<file path="src/rtl/saph_pkg.sv">
// saph_pkg: shared colour types, colour-math mode codes and the operation bundle
// used by the colour-math datapath and the blocks that feed it.
package saph_pkg;
   typedef logic [31:0] color;
   localparam int SAPH_COLMATH_MODE_W = 3;
   typedef logic [SAPH_COLMATH_MODE_W-1:0] colmath_mode_t;
   localparam colmath_mode_t SAPH_COLMATH_ADD    = 3'd0;
   localparam colmath_mode_t SAPH_COLMATH_MUL    = 3'd1;
   localparam colmath_mode_t SAPH_COLMATH_INTERP = 3'd2;
   localparam colmath_mode_t SAPH_COLMATH_SCALE  = 3'd3;
   typedef struct packed {
      color          a;
      color          b;
      logic [7:0]    c;
      colmath_mode_t mode;
   } colmath_op_t;
endpackage

</file>
<file path="src/rtl/saph_colmath.sv">
// saph_colmath: per-channel 8-bit colour math (saturating add, multiply, lerp, scale).
// Unknown modes return operand A untouched.
module saph_colmath
   import saph_pkg::*;
(
   input  colmath_op_t op,
   output color        y
);
   function automatic logic [7:0] chan(input logic [7:0] a, input logic [7:0] b,
                                       input logic [7:0] c, input colmath_mode_t m);
      logic [8:0]  s;
      logic [15:0] mul, sc, lerp;
      s    = {1'b0, a} + {1'b0, b};
      mul  = 16'(a) * 16'(b);
      sc   = 16'(a) * 16'(c);
      lerp = 16'(a) * (16'd256 - 16'(c)) + 16'(b) * 16'(c);
      return m == SAPH_COLMATH_ADD    ? (s[8] ? 8'hff : s[7:0]) :
             m == SAPH_COLMATH_MUL    ? 8'(mul >> 8) :
             m == SAPH_COLMATH_INTERP ? 8'(lerp >> 8) :
             m == SAPH_COLMATH_SCALE  ? 8'(sc >> 8) : a;
   endfunction

   always_comb begin
      y = '0;
      for (int i = 0; i < 4; i++)
         y[8*i +: 8] = chan(op.a[8*i +: 8], op.b[8*i +: 8], op.c, op.mode);
   end
endmodule

</file>
<file path="src/rtl/saph_rr_pick.sv">
// saph_rr_pick: combinational round-robin picker; the winner is the first valid
// index strictly after last, searching modulo N.
module saph_rr_pick #(
   parameter int N  = 4,
   parameter int IW = $clog2(N)
) (
   input  logic [N-1:0]  valid,
   input  logic [IW-1:0] last,
   output logic [N-1:0]  gnt,
   output logic [IW-1:0] idx,
   output logic          any
);
   // Scan farthest-first so the nearest valid index overwrites earlier hits.
   always_comb begin
      gnt = '0;
      idx = '0;
      any = 1'b0;
      for (int k = N; k >= 1; k--) begin
         if (valid[(int'(last) + k) % N]) begin
            gnt = N'(1) << ((int'(last) + k) % N);
            idx = IW'((int'(last) + k) % N);
            any = 1'b1;
         end
      end
   end
endmodule

</file>
<file path="src/rtl/saph_colmath_arb.sv">
// saph_colmath_arb: round-robin arbiter sharing one saph_colmath among NREQ
// requesters, with a registered, id-tagged response slot.
module saph_colmath_arb
   import saph_pkg::*;
#(
   parameter int NREQ = 4,
   parameter int IDW  = $clog2(NREQ)
) (
   input  logic                           clk,
   input  logic                           rst_n,
   input  logic          [NREQ-1:0]       req_valid,
   output logic          [NREQ-1:0]       req_ready,
   input  color          [NREQ-1:0]       req_a,
   input  color          [NREQ-1:0]       req_b,
   input  logic          [NREQ-1:0][7:0]  req_c,
   input  colmath_mode_t [NREQ-1:0]       req_mode,
   output logic                           resp_valid,
   input  logic                           resp_ready,
   output color                           resp_q,
   output logic          [IDW-1:0]        resp_id,
   output logic          [31:0]           issue_count
);
   colmath_op_t [NREQ-1:0] ops;
   logic [NREQ-1:0] gnt;
   logic [IDW-1:0]  idx, id_q, id_d, last_q, last_d;
   logic            any, can_issue, issue, valid_q, valid_d;
   color            y, data_q, data_d;
   logic [31:0]     count_q, count_d;

   saph_rr_pick #(.N(NREQ), .IW(IDW)) u_pick (
      .valid (req_valid),
      .last  (last_q),
      .gnt   (gnt),
      .idx   (idx),
      .any   (any)
   );

   saph_colmath u_colmath (
      .op (ops[idx]),
      .y  (y)
   );

   always_comb begin
      for (int i = 0; i < NREQ; i++)
         ops[i] = {req_a[i], req_b[i], req_c[i], req_mode[i]};
      can_issue = !valid_q || resp_ready;
      issue     = can_issue && any;
      req_ready = (can_issue && rst_n) ? gnt : '0;
      valid_d   = issue || (valid_q && !resp_ready);
      data_d    = issue ? y : data_q;
      id_d      = issue ? idx : id_q;
      last_d    = issue ? idx : last_q;
      count_d   = count_q + 32'(issue);
   end

   always_ff @(posedge clk or negedge rst_n) begin
      if (!rst_n) begin
         valid_q <= 1'b0;
         data_q  <= '0;
         id_q    <= '0;
         last_q  <= IDW'(NREQ - 1);
         count_q <= '0;
      end else begin
         valid_q <= valid_d;
         data_q  <= data_d;
         id_q    <= id_d;
         last_q  <= last_d;
         count_q <= count_d;
      end
   end

   assign resp_valid  = valid_q;
   assign resp_q      = data_q;
   assign resp_id     = id_q;
   assign issue_count = count_q;
endmodule

</file>
<file path="config.mk">
export PLATFORM = sky130hd
export DESIGN_NAME = saph_colmath_arb
export DESIGN_NICKNAME = d
export VERILOG_FILES = /design/src/rtl/saph_pkg.sv /design/src/rtl/saph_colmath.sv /design/src/rtl/saph_rr_pick.sv /design/src/rtl/saph_colmath_arb.sv
export SDC_FILE = /design/constraint.sdc
export NUM_CORES = 2
export LEC_CHECK = 0
export CAP_MARGIN = 20
export CORE_MARGIN = 10
export CORE_UTILIZATION = 45
export DETAILED_ROUTE_END_ITERATION = 12
export PLACE_DENSITY = 0.7
export SYNTH_ARGS = -nofsm -noshare
export SYNTH_HDL_FRONTEND = slang
export SYNTH_SLANG_ARGS = --single-unit
</file>
<file path="constraint.sdc">
create_clock -name clk -period 28.5 [get_ports clk]
set_input_delay 5.7 -clock clk [delete_from_list [all_inputs] [get_ports clk]]
set_output_delay 5.7 -clock clk [all_outputs]
set_load 0.01 [all_outputs]
</file>
==> results.tsv <==
metric	value	unit
outcome	finished clean	
setup_violations	0	
ys_warn_count	0	
cts_tree	built	
num-nets-final	6844	
dieArea	101500	um2
ys_ff_latch	69	
grt-ovfl-total	0	
final_cells	6481	
synth_cell_types	107	
synth_area	40130	um2
met2_usage	44.54	%
grt_antenna_before_repair	10	
grt_pass1_vias	37546	
synth_edf_count	0	
synth_fa_ha_area_share	51.14	%
cp_common_cell	fa_1	
cts.htree.levels	3	
core-area	88370	um2
synth-compound-area-share	8.923	%
hold_path.class	flip-flop to flip-flop	
syn_avg_cell_area	7.948	um2
fmax	61.61	MHz
drt-total-wl	150000	um
cts_resized	0	
holdBufCountCts	0	
max_slew.worst_pin.slew	1.162	ns
critPathMaxStageDelay	0.95	ns
die_w	318.6	um
finalCriticalPeriod	16.23	ns
grt_max_degree	66	
syn_inst	5049	
layout_commonest_cell	inv_1	
drtIter0Drc	3507	
grt_use_met3	8.984	%
rows	109	
synthSimpleGateAreaFrac	17.72	%
area_delta_synth_final	13.54	%
final_cell_mix	inv_1 (1,022), nand2_1 (822), fa_1 (684)	
slew_violations	0	
ys.flop_type	dfrtp_1	
synth_top_family_by_area	adder cells	
route.vias.total	36981	
synthMuxAreaShare	2.064	%
startpoint_type	primary input	
hold_violations	0	
clock-sinks	69	
cp_max_fo	65	
cp_slowest_cell	xnor2_1	
synthXorXnorAreaFrac	3.579	%
grt_use_met1	37.03	%
rsz0062_at_grt	false	
synth_nets	6586	
start_util	45.41	%
portBuffers	377	
crit_type	primary input to flip-flop	
clockBufferDepth	2	
maxCapViolations	0	
io-pin-count	378	
post-route-period-util	56.95	%
gp_congestion	0.9871	
slew_headroom	20.52	%
end_kind	flip-flop	
grt_usage	29.05	%
busiest_layer	met2	
routedWlPerCell	23.14	um
drc	0	
synth_seq_area_share	4.309	%
cts_setup_buffers	0	
grt_pass1_wl	227200	um
drive_above_1_share	3.916	%
drt-pass1-iter-count	6	
final.setup_skew	0.01017	ns
hpwlAfterDp	117200	um
tns	0	ns
clk_latency	0.39	ns
avgViaCountPerCell	5.706	
cts-root-buf	clkbuf_16	
clkTransAtPathRegs	0.07	ns
postRouteAntennaNets	0	
cp.arrival	16.48	ns
dpl.cell_count	6460	
async_reset_ff_share	100.0	%
cts_buffers	9	
dieHeight	318.6	um
worstPathRequired	28.75	ns
## Yosys cell counts, drive strengths merged (9+ instances only)
master   number  share of area (%)
a2111oi       9               0.21
a211o         9               0.20
a211oi       18               0.35
a21o         45               0.84
a21oi       118                1.5
a221oi        9               0.21
a22oi         9               0.17
a31oi        24               0.39
and2          9               0.14
and3         29               0.45
buf          86                1.1
clkbuf      145                1.4
clkinv       21               0.20
dfrtp        67                4.2
fa          684                 34
ha          546                 17
inv        1027                9.6
mux2         14               0.39
mux2i        60                1.6
nand2       826                7.7
nand2b       16               0.27
nand3       130                1.6
nand4        14               0.22
nor2        599                5.6
nor3         30               0.37
nor4         10               0.26
o2111ai      15               0.34
o211ai       34               0.64
o21a         16               0.30
o21ai        88                1.1
o21bai       18               0.34
o221ai       21               0.47
o22ai        21               0.39
o31ai        10               0.25
or2          11               0.17
or3          12               0.20
xnor2       117                2.6
xor2         47                1.0
## path summary, 6_finish.rpt
path | startpoint | end | slack (ns) | depth (start not counted)
worst max-delay path | req_valid[3] | resp_q[7] | 12.27 | 30
worst min-delay path | issue_count[31] | issue_count[31] | 0.48 | 1
worst max register to register | last_q[0] | resp_q[7] | 16.12 | 35
worst min register to register | issue_count[31] | issue_count[31] | 0.48 | 1
max in group asynchronous | rst_n | resp_q[6] | 22.07 | 2
min in group asynchronous | rst_n | resp_q[31] | 5.30 | 1
## cell type report
class | count | area (um2)
Clock buffer | 10 | 239.0
Clock inverter | 6 | 46.29
Inverter | 1048 | 3939
Multi-Input combinational cell | 3701 | 33610
Timing Repair Buffer | 478 | 4537
Fill cell | 8504 | 42810
Antenna cell | 4 | 10.01
Sequential cell | 69 | 1729
Tap cell | 1165 | 1458
## metal layers
layer  share of wire [%]  up-vias
met5               0.055        -
met4                 5.3       12
met3                  13      467
met2                  43     2137
met1                  39    18159
li1                    -    16206
## cells by family (layout without fill, tap and decap cells)
logic type | count (synthesis) | after routing
xor gates and xnor gates | 164 | 164
DFF | 69 | 69
muxes | 76 | 76
other | 0 | 4
adders and majority gates | 1230 | 1230
AOI/OAI and AO/OA | 514 | 514
and+or+nand+nor | 1717 | 1717
buffers and inverters | 1279 | 1542
## state kept, by name, indices dropped and copies added (netlist names)
register     cells
issue_count     32
last_q           2
resp_q          32
resp_id          2
resp_valid       1
## worst max-delay path: cells and delay by family
family / cells / cell delay [ns]
AO/OA/AOI/OAI: 9 / 2.24
XOR/XNOR: 2 / 1.11
adder cells (fa/ha/maj): 7 / 3.30
buffers and inverters: 3 / 1.28
multiplexers: 2 / 1.04
AND/OR/NAND/NOR: 7 / 1.77
## metrics by stage
| stage | util (%) | setup WS [ns] | hold slack, ns | instance area, um2 |
|---|---|---|---|---|
| global placement | 51.21 | 12.22 | 0.4669 | 45260 |
| floorplan | - | 14.08 | 0.5067 | 40130 |
| detailed placement | 51.21 | 12.00 | 0.4644 | 45260 |
| CTS | 51.53 | 12.38 | 0.4817 | 45540 |
| finish | 51.56 | 12.27 | 0.4809 | 45570 |
| global route | 51.55 | 11.87 | 0.5050 | 45560 |
Power is not shown: default switching activity piles up to over one toggle a cycle in this logic, so the estimate is an artifact.
